$ cat src/rtl/lcg_stim_pkg.sv
// lcg_stim_pkg: shared constants, types and the LCG step function for lcg_stim_gen.
package lcg_stim_pkg;

  localparam logic [31:0] LCG_MUL = 32'h41C64E6D;
  localparam logic [31:0] LCG_INC = 32'h3039;

  // Encoding 3 is reserved and is folded to ModeRandom when a run is captured
  typedef enum logic [1:0] {
    ModeRandom = 2'd0,
    ModeHold   = 2'd1,
    ModeCount  = 2'd2
  } mode_e;

  typedef enum logic [1:0] {
    StIdle    = 2'd0,
    StFill    = 2'd1,
    StPresent = 2'd2,
    StDone    = 2'd3
  } state_e;

  function automatic logic [31:0] lcg_next(input logic [31:0] state);
    return state * LCG_MUL + LCG_INC;
  endfunction

endpackage

$ cat src/rtl/lcg_step.sv
// lcg_step: one combinational step of the harness LCG.
module lcg_step
  import lcg_stim_pkg::*;
(
  input  logic [31:0] state_i,
  output logic [31:0] state_o
);

  assign state_o = lcg_next(state_i);

endmodule

$ cat src/rtl/lcg_stim_gen.sv
// lcg_stim_gen: LCG-driven stimulus vector source with valid/ready delivery.
// Define LCG_STIM_PAR_FILL_EN to fill a whole vector in one cycle with a chain of
// lcg_step instances; otherwise one 32-bit word is produced per cycle.
module lcg_stim_gen
  import lcg_stim_pkg::*;
#(
  parameter int unsigned OUT_W        = 138,
  parameter logic [31:0] SEED_DEFAULT = 32'hE80AD44B
) (
  input  logic             clk,
  input  logic             rst_n,
  input  logic             start,
  input  logic [31:0]      seed_i,
  input  logic [31:0]      cycles_i,
  input  logic [1:0]       mode_i,
  input  logic             abort,
  output logic [OUT_W-1:0] vec_o,
  output logic             vec_valid_o,
  input  logic             vec_ready_i,
  output logic             busy_o,
  output logic             done_o,
  output logic [31:0]      vec_count_o,
  output logic [31:0]      lcg_state_o
);

  localparam int unsigned WORDS = (OUT_W + 31) / 32;

  state_e           state_q, state_d;
  mode_e            mode_q, mode_sel;
  logic [31:0]      cycles_q;
  logic [31:0]      count_q, count_inc;
  logic [31:0]      lcg_q, lcg_fill;
  logic [OUT_W-1:0] buf_q, fill_vec;
  logic             done_q;
  logic             fill_last;

  assign mode_sel  = (mode_i == 2'd3) ? ModeRandom : mode_e'(mode_i);
  // No wrap concern: termination is checked before count_q can reach cycles_q
  assign count_inc = count_q + 32'd1;

`ifdef LCG_STIM_PAR_FILL_EN
  logic [31:0] chain [WORDS+1];

  assign chain[0] = lcg_q;
  for (genvar w = 0; w < WORDS; w++) begin : g_chain
    lcg_step u_lcg_step (
      .state_i(chain[w]),
      .state_o(chain[w+1])
    );
  end

  // Slice all chained post-step states into the vector, LSW first
  always_comb begin
    fill_vec = '0;
    for (int b = 0; b < OUT_W; b++) begin
      fill_vec[b] = chain[b / 32 + 1][b % 32];
    end
  end

  assign lcg_fill  = chain[WORDS];
  assign fill_last = 1'b1;
`else
  localparam int unsigned     IDX_W    = (WORDS > 1) ? $clog2(WORDS) : 1;
  localparam logic [IDX_W-1:0] LAST_IDX = IDX_W'(WORDS - 1);

  logic [IDX_W-1:0] idx_q;
  logic [31:0]      step_out;

  lcg_step u_lcg_step (
    .state_i(lcg_q),
    .state_o(step_out)
  );

  // Drop the next LCG word into slot idx_q; the top word truncates naturally
  always_comb begin
    fill_vec = buf_q;
    for (int b = 0; b < OUT_W; b++) begin
      if (IDX_W'(b / 32) == idx_q) fill_vec[b] = step_out[b % 32];
    end
  end

  assign lcg_fill  = step_out;
  assign fill_last = (idx_q == LAST_IDX);

  // Word index walks 0..WORDS-1 during a RANDOM/HOLD fill, idles at zero otherwise
  always_ff @(posedge clk or negedge rst_n) begin
    if (!rst_n) begin
      idx_q <= '0;
    end else if (abort || state_q != StFill || mode_q == ModeCount || fill_last) begin
      idx_q <= '0;
    end else begin
      idx_q <= idx_q + IDX_W'(1);
    end
  end
`endif

  // FSM state register
  always_ff @(posedge clk or negedge rst_n) begin
    if (!rst_n) begin
      state_q <= StIdle;
    end else begin
      state_q <= state_d;
    end
  end

  // FSM next state; abort overrides start and any same-cycle handshake
  always_comb begin
    state_d = state_q;
    if (abort) begin
      state_d = StIdle;
    end else begin
      unique case (state_q)
        StIdle: begin
          if (start) state_d = (cycles_i == '0) ? StDone : StFill;
        end
        StFill: begin
          if (mode_q == ModeCount || fill_last) state_d = StPresent;
        end
        StPresent: begin
          if (vec_ready_i) begin
            if (count_inc == cycles_q) begin
              state_d = StDone;
            end else if (mode_q != ModeHold) begin
              state_d = StFill;
            end
          end
        end
        StDone:  state_d = StIdle;
        default: state_d = StIdle;
      endcase
    end
  end

  // Run context, LCG state, vector buffer, counter and done flag
  always_ff @(posedge clk or negedge rst_n) begin
    if (!rst_n) begin
      lcg_q    <= SEED_DEFAULT;
      buf_q    <= '0;
      count_q  <= '0;
      cycles_q <= '0;
      mode_q   <= ModeRandom;
      done_q   <= 1'b0;
    end else if (!abort) begin
      unique case (state_q)
        StIdle: begin
          if (start) begin
            lcg_q    <= seed_i;
            cycles_q <= cycles_i;
            mode_q   <= mode_sel;
            count_q  <= '0;
            done_q   <= 1'b0;
          end
        end
        StFill: begin
          if (mode_q == ModeCount) begin
            buf_q <= OUT_W'(count_q);
          end else begin
            buf_q <= fill_vec;
            lcg_q <= lcg_fill;
          end
        end
        StPresent: begin
          if (vec_ready_i) count_q <= count_inc;
        end
        StDone:  done_q <= 1'b1;
        default: ;
      endcase
    end
  end

  // Outputs decoded from state and registers
  always_comb begin
    vec_o       = buf_q;
    vec_valid_o = (state_q == StPresent);
    busy_o      = (state_q == StFill) || (state_q == StPresent);
    done_o      = done_q;
    vec_count_o = count_q;
    lcg_state_o = lcg_q;
  end

endmodule

$ cat config.mk
export PLATFORM = sky130hd
export DESIGN_NAME = lcg_stim_gen
export DESIGN_NICKNAME = d
export VERILOG_FILES = /design/src/rtl/lcg_stim_pkg.sv /design/src/rtl/lcg_step.sv /design/src/rtl/lcg_stim_gen.sv
export SDC_FILE = /design/constraint.sdc
export NUM_CORES = 1
export LEC_CHECK = 0
export ABC_AREA = 1
export ABC_CLOCK_PERIOD_IN_PS = 5700
export CAP_MARGIN = 15
export CORE_UTILIZATION = 50
export CTS_CLUSTER_DIAMETER = 150
export DETAILED_ROUTE_END_ITERATION = 10
export PLACE_DENSITY = 0.84
export SYNTH_ARGS = -nofsm -noshare
export SYNTH_HDL_FRONTEND = slang
export SYNTH_SLANG_ARGS = --single-unit
export TNS_END_PERCENT = 5
$ cat constraint.sdc
create_clock -name clk -period 5.7 [get_ports clk]
set_input_delay 0.855 -clock clk [delete_from_list [all_inputs] [get_ports clk]]
set_output_delay 0.855 -clock clk [all_outputs]
set_load 0.01 [all_outputs]
# After elaboration in Yosys (flattened, before gate mapping)
# Index checks and enable logic that the tools add are counted.
# classes
div	0
bitwise_logic	1
n_eq_ne	20
muxes	157
multipliers	1
add_sub_neg	3
order_cmp	0
reduce_logical	26
shifts	0
# ops
op	n
1-bit 2-to-1 mux	139
138-bit 2-to-1 mux	1
32-bit 2-to-1 mux	4
32-bit case mux with 2 select lines	2
32-bit by 1-bit adder with 32-bit output, second input constant	1
32-bit by 14-bit adder with 32-bit output, second input constant	1
32-bit equality test	1
32-bit logical NOT	1
32-bit by 31-bit multiplier with 32-bit output, second input constant	1
3-bit AND reduction	7
2-bit 2-to-1 mux	8
2-bit nonzero test	8
4-bit AND reduction	3
2-bit equality test, second input constant	4
2-bit case mux with 4 select lines	1
2-bit by 3-bit equality test with 1-bit output, first input constant	2
2-bit by 1-bit != test with 1-bit output, second input constant	3
3-bit != test, second input constant	2
1-bit logical OR	5
2-bit != test, second input constant	2
4-bit by 2-bit != test with 1-bit output, second input constant	1
3-bit by 1-bit adder with 3-bit output, second input constant	1
1-bit by 3-bit equality test with 1-bit output, first input constant	1
3-bit equality test, first input constant	1
8 further kinds	8
# totals
register_bits	242
memories	0
word_cells	220
inputBits	71
latchBits	0
ram_bits	0
mem_bits_ro	0
out_inout_bits	205

# Depth between registers and ports, before layout
# Gate-level depths: netlist of run 1.
# depth
word_depth	6
ltp_mapped	31

# Hierarchy
# A second synthesis of run 1 with hierarchy kept.
# hier_totals
hier_cells	2553
area_unflattened_um2	21277.9
# modules_own_cells
module	cells_each	area_each_um2	instances
lcg_stim_gen	1378	11476.0	1
lcg_step	1175	9801.9	1

# Least setup slack after synthesis of run 1
# OpenSTA, ideal clock, no wires.
# synth_timing
kind	register -> register
startpoint	register lcg_q[6], in the netlist lcg_state_o[6]
endpoint	register buf_q[122], in the netlist vec_o[122]
arrival_ns	6.073
n_path_buf	0
slack_ns	-0.455
t_required_ns	5.617
stages_incl_launch_ff	29
period_less_slack_ns	6.155
path_cell_list	dfstp_2 > ha_1 > xor2_1 > ha_1 > a21oi_1 > fa_1 > fa_1 > inv_1 > fa_1 > inv_1 > fa_1 > inv_1 > fa_1 > inv_1 > fa_1 > inv_1 > ha_1 > nand2_1 > nor4_2 > nand4_1 > nand3_1 > nand2_1 > nand2_1 > nand2_1 > nand2_1 > nand2_1 > nand2_1 > nand2_1 > o21ai_0
# synth_via
elab_chain_cells	4
# synth_lines
element	line	rtl
from (decl)	lcg_stim_gen.sv:32	logic [31:0] lcg_q, lcg_fill;
from (signal assigned)	lcg_stim_gen.sv:147	lcg_q <= seed_i;
from (signal assigned)	lcg_stim_gen.sv:159	lcg_q <= lcg_fill;
32-bit by 31-bit multiplier with 32-bit output	lcg_stim_pkg.sv:22	return state * LCG_MUL + LCG_INC;
32-bit by 14-bit adder with 32-bit output	lcg_stim_pkg.sv:22	
1-bit 2-to-1 mux	lcg_stim_gen.sv:78	if (IDX_W'(b / 32) == idx_q) fill_vec[b] = step_out[b % 32];
138-bit 2-to-1 mux	lcg_stim_gen.sv:155	if (mode_q == ModeCount) begin
to (signal assigned)	lcg_stim_gen.sv:156	buf_q <= OUT_W'(count_q);
to (signal assigned)	lcg_stim_gen.sv:158	buf_q <= fill_vec;
to (decl)	lcg_stim_gen.sv:33	logic [OUT_W-1:0] buf_q, fill_vec;
# No other way between the ends. The select of a mux whose other input is x is not followed.
# A chain may end at the register's enable or synchronous reset.

# Final worst setup path of run 1
# layout_timing
startpoint	register lcg_q[7], in the netlist lcg_state_o[7]
endpoint	register lcg_q[24], in the netlist lcg_state_o[24]
# layout_via
elab_chain_cells	4
# layout_lines
element	line	rtl
32-bit by 31-bit multiplier with 32-bit output	lcg_stim_pkg.sv:22	
32-bit by 14-bit adder with 32-bit output	lcg_stim_pkg.sv:22	
32-bit 2-to-1 mux	lcg_stim_gen.sv:155	
32-bit case mux with 2 select lines	lcg_stim_gen.sv:144	unique case (state_q)
# No other way between the ends. The select of a mux whose other input is x is not followed.

==> results of run 1 <==
## sequential cells by signal, indices dropped and copies added, names as in the netlist
register and count:
done_o 1, lcg_state_o 32, mode_q 2, state_q 2, vec_o 138, idx_q 3
cycles_q 32, vec_count_o 32
## cell families (layout without fill, tap and decap cells)
kind of cell               after synthesis  in the layout  synth area share
buffers and inverters                  601           1119            0.1099
adders and majority gates              404            404            0.3130
and+or+nand+nor                        807            807            0.1617
xor gates and xnor gates                56             56           0.02508
DFF                                    242            242            0.2940
AOI/OAI and AO/OA                      370            370           0.09625
## what timing repair did
item                       CTS  global route
buffers inserted             6            13
gates resized for setup     96           122
pin swaps                   39            39
setup endpoints to repair  105           105
## metrics by stage
| stage | util | setup TNS [ns] | area [sq um] | cells | hold slack [ns] |
|---|---|---|---|---|---|
| finish | 0.6822 | -39.41 | 27850 | 3530 | 0.2907 |
| global route | 0.6822 | -58.58 | 27850 | 3530 | 0.3769 |
| CTS | 0.6686 | -32.18 | 27300 | 3515 | 0.3519 |
| detailed placement | 0.6340 | -45.74 | 25890 | 3460 | 0.4742 |
| global placement | 0.6340 | -33.06 | 25890 | 3460 | 0.4674 |
| floorplan | - | -3.858 | 20910 | 2480 | 0.4551 |
## worst min-delay path by stage
stage | slack [ns] | to | cells after the start
6_report | 0.29 | vec_o[49] | 1
2_1_floorplan | 0.46 | cycles_q[23] | 2
3_5_place_dp | 0.47 | vec_o[78] | 2
5_1_grt | 0.38 | cycles_q[0] | 1
4_1_cts | 0.35 | vec_o[49] | 1
3_3_place_gp | 0.47 | vec_o[34] | 2
## area by class of cell
| cell class | count | area share |
|---|---|---|
| Sequential cell | 242 | 0.2185 |
| Tap cell | 532 | 0.02390 |
| Clock buffer | 40 | 0.02709 |
| Multi-Input combinational cell | 1637 | 0.4810 |
| Clock inverter | 9 | 0.005840 |
| Inverter | 539 | 0.07264 |
| Timing Repair Buffer | 531 | 0.1711 |
## cell usage after synthesis, drive strengths merged (4+ instances only)
master / instances
xnor2: 23
nand3b: 8
o21ai: 198
o22ai: 47
ha: 216
nand3: 98
dfstp: 14
a21oi: 91
nor2: 171
nand2: 497
or2: 5
dfrtp: 228
buf: 11
a31oi: 13
nor4: 8
inv: 538
nor3: 10
a21o: 6
o21bai: 4
clkbuf: 51
xor2: 31
fa: 188
nand4: 7
## metal layers
metal	share of wire	routed length (microns)	up-vias
met5	0.00037	28	-
met4	0.058	4360	4
met3	0.074	5517	257
met2	0.49	36610	960
met1	0.38	28450	9557
li1	-	-	8723
## critical path, stage by stage (launching register included)
cell and delay [ns]:
dfrtp_2 0.47, ha_2 0.24, buf_4 0.14, fa_1 0.50
fa_1 0.56, fa_1 0.46, ha_1 0.31, inv_1 0.06
fa_1 0.54, inv_1 0.06, fa_1 0.50, fa_1 0.46
ha_4 0.31, buf_4 0.12, nand2_1 0.06, buf_4 0.15
nor4_4 0.18, nand4_1 0.15, nand3_2 0.14, a31oi_2 0.10
xor2_1 0.19, buf_4 0.15, nor2_1 0.20, o22ai_1 0.10
==> results.rst, run 1 <==
.. list-table::
   :header-rows: 1

   * - Metric
     - Value
   * - Setup repair after global routing missed its margin
     - true
   * - TritonCTS Sinks
     - 242
   * - Endpoint class of the critical path
     - flip-flop
   * - Total via count in the routed design
     - about 20000
   * - IO buf count
     - 275
   * - Ys async rst share
     - 1.000
   * - Routability-driven placement congestion ratio
     - approximately 1.0
   * - Final worst clock skew
     - between 0.01 and 0.015 ns
   * - Floorplan die height
     - slightly above 200 microns
   * - Starting DRC count in detailed routing
     - 1674
   * - Antenna violations before repair
     - 2
   * - Fin worst setup slack
     - -0.5824 ns
   * - Max-slew violation total from the final report
     - 0
   * - Wirelength per Cell
     - 21.24 microns
   * - Yosys warning total
     - 0
   * - Area overhead of the layout relative to synthesis
     - 34.85%
   * - Slack of the worst reg-to-reg path
     - -0.58 ns
   * - Number of levels the H-tree was split into
     - 1
   * - Final Hold Violating Endpoints
     - 0
   * - Most area-hungry cell type in the Yosys netlist
     - dfrtp_1
   * - HP Class
     - in -> async
   * - Register area
     - a little over 6000 sq um
   * - Number of standard cells after synthesis
     - 2480
   * - Slew at the pin closest to its max-slew limit
     - just under 0.9 ns
   * - Crit Path Max Fanout
     - 5
   * - First-pass GRT wire length
     - approximately 110000 microns
   * - Endpoint of the worst setup timing path
     - lcg_state_o[24]
   * - Critical path start-end classification
     - reg -> reg
   * - Start of the worst register-to-register path
     - lcg_state_o[7]
   * - Area share of the largest cell type after synthesis
     - 0.2762
   * - Launch point of the worst path
     - lcg_state_o[7]
   * - Normalized max-slew margin
     - 0.4236
   * - Clock edge transition at the registers on the reported setup and hold paths
     - 0.06 ns
   * - Pin count of the biggest net entering global routing
     - 140
   * - Ant. Diodes
     - 0
   * - Share of layout cells above drive strength 1
     - 0.1768
   * - Global routing usage on met1
     - 0.4456
   * - Number of global-route vias before repair
     - 20230
   * - Sequential cell area fraction in the yosys report
     - 0.2940
   * - Top-level I/O count
     - between 200 and 300
   * - Fmax
     - around 0.16 GHz
   * - Most common flop cell mapped by yosys
     - dfrtp_1
   * - Data required time at the worst endpoint
     - between 6 and 7 ns
   * - Cell Area, Synth
     - 20660 sq um
   * - Commonest non-fill, non-tap cells in the layout
     - inv_1, nand2_1, clkdlybuf4s50_1
   * - Synth Register Bits
     - roughly 240
   * - Met2 layer usage reported by global route
     - 0.6040
   * - Minimum clock period after layout
     - around 6.3 ns
   * - Final HPWL DP
     - ~60000 microns
   * - Synth cell types
     - 44
   * - Layout Nets
     - 3453
   * - Number of enable-type register cells in the synthesized netlist
     - 0
   * - Number of maximum-capacitance constraint violations
     - 0
   * - Clk buf depth
     - 3
   * - Avg Cell Area, Syn
     - between 8 and 9 sq um
   * - Depth of the worst register-to-register path
     - 23
   * - Count of filler cells inserted in the layout
     - slightly above 3000
   * - Number of buffers inserted during clock tree synthesis
     - 27
   * - Peak-usage layer in the global routing report
     - met2
   * - Setup crit start kind
     - flip-flop
   * - Final Cycle Share
     - 1.102
   * - Final ANT Viol Nets
     - 0
   * - Clock network latency to the later pin of the worst-skew pair
     - between 0.5 and 0.6 ns
   * - Total number of placement rows
     - 74
   * - GRT Total Usage
     - 0.3567
   * - Final WL
     - 74960 microns
   * - Post-placement worst setup slack
     - -0.8105 ns
   * - Core ar.
     - 40830 sq um
   * - Final count of negative-setup-slack endpoints
     - around 100
   * - Die width
     - between 200 and 250 microns
   * - Worst endpoint data arrival time
     - 6.73 ns
   * - Net Count, Synth
     - approximately 3000
   * - Number of detailed-routing iterations run before antenna repair
     - 8
   * - Initial core utilization
     - 0.5059
   * - CTS tree
     - built
   * - Endpoint of the lowest-slack register-to-register path
     - lcg_state_o[24]
   * - Mean number of vias per cell
     - 5.524
   * - Drt drc
     - 0
   * - Total congestion overflow after global routing
     - 0
   * - Most common cell after layout, fill and taps aside
     - inv_1
   * - Violated checks
     - negative setup slack
   * - Number of buffers added to fix hold violations after cts
     - 0
   * - Die Area
     - 42130 sq um
   * - Top post-synthesis cells by area
     - dfrtp_1, fa_1, ha_1, inv_1, nand2_1
   * - Total area of multi-input combinational cells
     - around 13000 sq um
   * - Clock Root Buffer
     - clkbuf_16
   * - Result of the run
     - finished, violations left
   * - Met3 Track Usage GR
     - 0.05464
Power of run 1 is not shown: default switching activity piles up to over one toggle a cycle in this logic, so the estimate is an artifact.
==> run 2: changes to the inputs <==
Settings changed: MAX_ROUTING_LAYER set to met4.
==> results.rst, run 2 (same netlist as run 1, synthesis figures left out) <==
.. list-table::
   :header-rows: 1

   * - Metric
     - Value
   * - Final Hold Violating Endpoints
     - 0 (unchanged)
   * - Clock edge transition at the registers on the reported setup and hold paths
     - 0.06 ns (about the same)
   * - Violated checks
     - negative setup slack (unchanged)
   * - Final HPWL DP
     - 58480 microns (was 58300 microns)
   * - CTS tree
     - built (unchanged)
   * - TritonCTS Sinks
     - 242 (unchanged)
   * - Wirelength per Cell
     - 21.26 microns (was 21.24 microns)
   * - Setup repair after global routing missed its margin
     - true (unchanged)
   * - Area of placed instances
     - 25850 sq um (was 25890 sq um)
   * - Start of the worst register-to-register path
     - lcg_state_o[6] (was lcg_state_o[7])
   * - Slack of the worst reg-to-reg path
     - -0.51 ns (was -0.58 ns)
   * - Number of placed instances with taps included
     - 3455 (was 3460)
   * - Number of buffers inserted during clock tree synthesis
     - 27 (unchanged)
   * - Most common cell after layout, fill and taps aside
     - inv_1 (unchanged)
   * - Routability-driven placement congestion ratio
     - 0.9927 (was 1.041)
   * - Final ANT Viol Nets
     - 0 (unchanged)
   * - Crit path max-delay cell type
     - dfstp_2 (was fa_1)
   * - Commonest non-fill, non-tap cells in the layout
     - inv_1, nand2_1, clkdlybuf4s50_1 (unchanged)
   * - Aggregate negative setup slack
     - -29.62 ns (was -39.41 ns)
   * - Setup crit start kind
     - flip-flop (unchanged)
   * - Clock network latency to the later pin of the worst-skew pair
     - 0.57 ns (about the same)
   * - Endpoint class of the critical path
     - flip-flop (unchanged)
   * - Layout Nets
     - 3447 (was 3453)
   * - Clock Root Buffer
     - clkbuf_16 (unchanged)
   * - Slowest cell delay on critical path
     - 0.64 ns (was 0.56 ns)
   * - Final WL
     - 74940 microns (was 74960 microns)
   * - Critical path start-end classification
     - reg -> reg (unchanged)
   * - Crit Path Max Fanout
     - 5 (unchanged)
   * - Core ar.
     - 40830 sq um (unchanged)
   * - Total via count in the routed design
     - 19510 (was 19500)
   * - Final count of negative-setup-slack endpoints
     - 94 (was 101)
   * - Minimum clock period after layout
     - 6.213 ns (was 6.282 ns)
   * - HP Class
     - in -> async (unchanged)
   * - Data required time at the worst endpoint
     - 6.19 ns (was 6.14 ns)
   * - Worst endpoint data arrival time
     - 6.70 ns (was 6.73 ns)
   * - Share of layout cells above drive strength 1
     - 0.1831 (was 0.1768)
   * - Fin worst setup slack
     - -0.5126 ns (was -0.5824 ns)
   * - Die width
     - 205.3 microns (unchanged)
   * - Total congestion overflow after global routing
     - 0 (unchanged)
   * - Result of the run
     - finished, violations left (unchanged)
   * - Max reg flops
     - 138 (unchanged)
   * - Final Cycle Share
     - 1.090 (was 1.102)
   * - Endpoint of the lowest-slack register-to-register path
     - vec_o[125] (was lcg_state_o[24])
   * - Top-level I/O count
     - 276 (unchanged)
   * - Pin count of the biggest net entering global routing
     - 123 (was 140)
   * - Drt drc
     - 0 (unchanged)
   * - Clk buf depth
     - 3 (unchanged)
   * - Die Area
     - 42130 sq um (unchanged)
   * - Total number of placement rows
     - 74 (unchanged)
   * - Worst hold margin
     - 0.3662 ns (was 0.2907 ns)
   * - Post-route standard cell area excluding fillers
     - 27880 sq um (was 27850 sq um)
   * - Final worst clock skew
     - 0.01145 ns (was 0.01062 ns)
   * - Fmax
     - 0.1610 GHz (was 0.1592 GHz)
   * - Normalized max-slew margin
     - 0.3472 (was 0.4236)
   * - Ant. Diodes
     - 0 (unchanged)
   * - GRT Total Usage
     - 0.3689 (was 0.3567)
   * - Area overhead of the layout relative to synthesis
     - 34.95% (was 34.85%)
   * - Number of global-route vias before repair
     - 20060 (was 20230)
   * - IO buf count
     - 275 (unchanged)
   * - First-pass GRT wire length
     - 113500 microns (was 113200 microns)
   * - Depth of the worst register-to-register path
     - 25 (was 23)
   * - Post-layout instance count excluding filler cells
     - 3525 (was 3530)
   * - Mean number of vias per cell
     - 5.536 (was 5.524)
   * - Number of detailed-routing iterations run before antenna repair
     - 7 (was 8)
   * - Initial core utilization
     - 0.5059 (unchanged)
   * - Max-slew violation total from the final report
     - 0 (unchanged)
   * - Number of maximum-capacitance constraint violations
     - 0 (unchanged)
   * - Slew at the pin closest to its max-slew limit
     - 0.9781 ns (was 0.8645 ns)
   * - Floorplan die height
     - 205.3 microns (unchanged)
   * - Most Frequent Cell on Critical Path
     - fa_1 (unchanged)
   * - Number of levels the H-tree was split into
     - 1 (unchanged)
   * - Starting DRC count in detailed routing
     - 1615 (was 1674)
   * - Antenna violations before repair
     - 0 (was 2)
## run 2: how the worst max path moves through the flow
stage / startpoint / endpoint / slack, ns / cells past startpoint
finish: lcg_state_o[6] / vec_o[125] / -0.51 / 25
floorplan: lcg_state_o[6] / vec_o[26] / -0.14 / 27
global placement: lcg_state_o[10] / vec_o[93] / -0.67 / 21
CTS: lcg_state_o[19] / lcg_state_o[30] / -0.45 / 26
global route: lcg_state_o[6] / vec_o[125] / -0.76 / 25
detailed placement: lcg_state_o[17] / vec_o[60] / -0.72 / 21
## run 2: what timing repair did
| action | CTS | global route |
|---|---|---|
| gates resized for setup | 180 | 84 |
| setup buffers | 11 | 8 |
| hold buffers | 0 | 0 |
| endpoints found under the setup margin | 105 | 105 |
| pin swaps | 73 | 47 |
## run 2: metal layers
metal  GRT usage  up-vias  part of all wire
met3     0.04799      291             0.070
met2      0.5997      987              0.48
met1      0.4494     9536              0.38
li1            -     8700                 -
met4      0.1952        0             0.065
met5           -        -                 0
## run 2: cell type report
class	instances	area (sq um)
fill	3041	12960
inverter	539	2023
clock buffer	42	802.0
sequential	242	6082
clock inverter	8	53.80
timing repair buffer	525	4701
multi-input combinational	1637	13550
tap	532	665.6
## run 2: per-stage QoR
| stage | utilization | worst slack, ns |
|---|---|---|
| 2_1_floorplan | - | -0.1416 |
| 3_3_place_gp | 0.6331 | -0.6746 |
| 3_5_place_dp | 0.6331 | -0.7155 |
| 4_1_cts | 0.6733 | -0.4537 |
| 5_1_grt | 0.6827 | -0.7598 |
| 6_report | 0.6827 | -0.5126 |
## run 2: critical path, delay by kind of cell (launching register included)
kind / cells / cell delay, ns
flops: 1 / 0.64
xor+xnor: 1 / 0.26
simple gates: 3 / 0.38
buf+inv: 7 / 0.37
compound gates: 5 / 0.71
fa+ha+maj: 9 / 3.78
Power of run 2 is left out for the same reason.
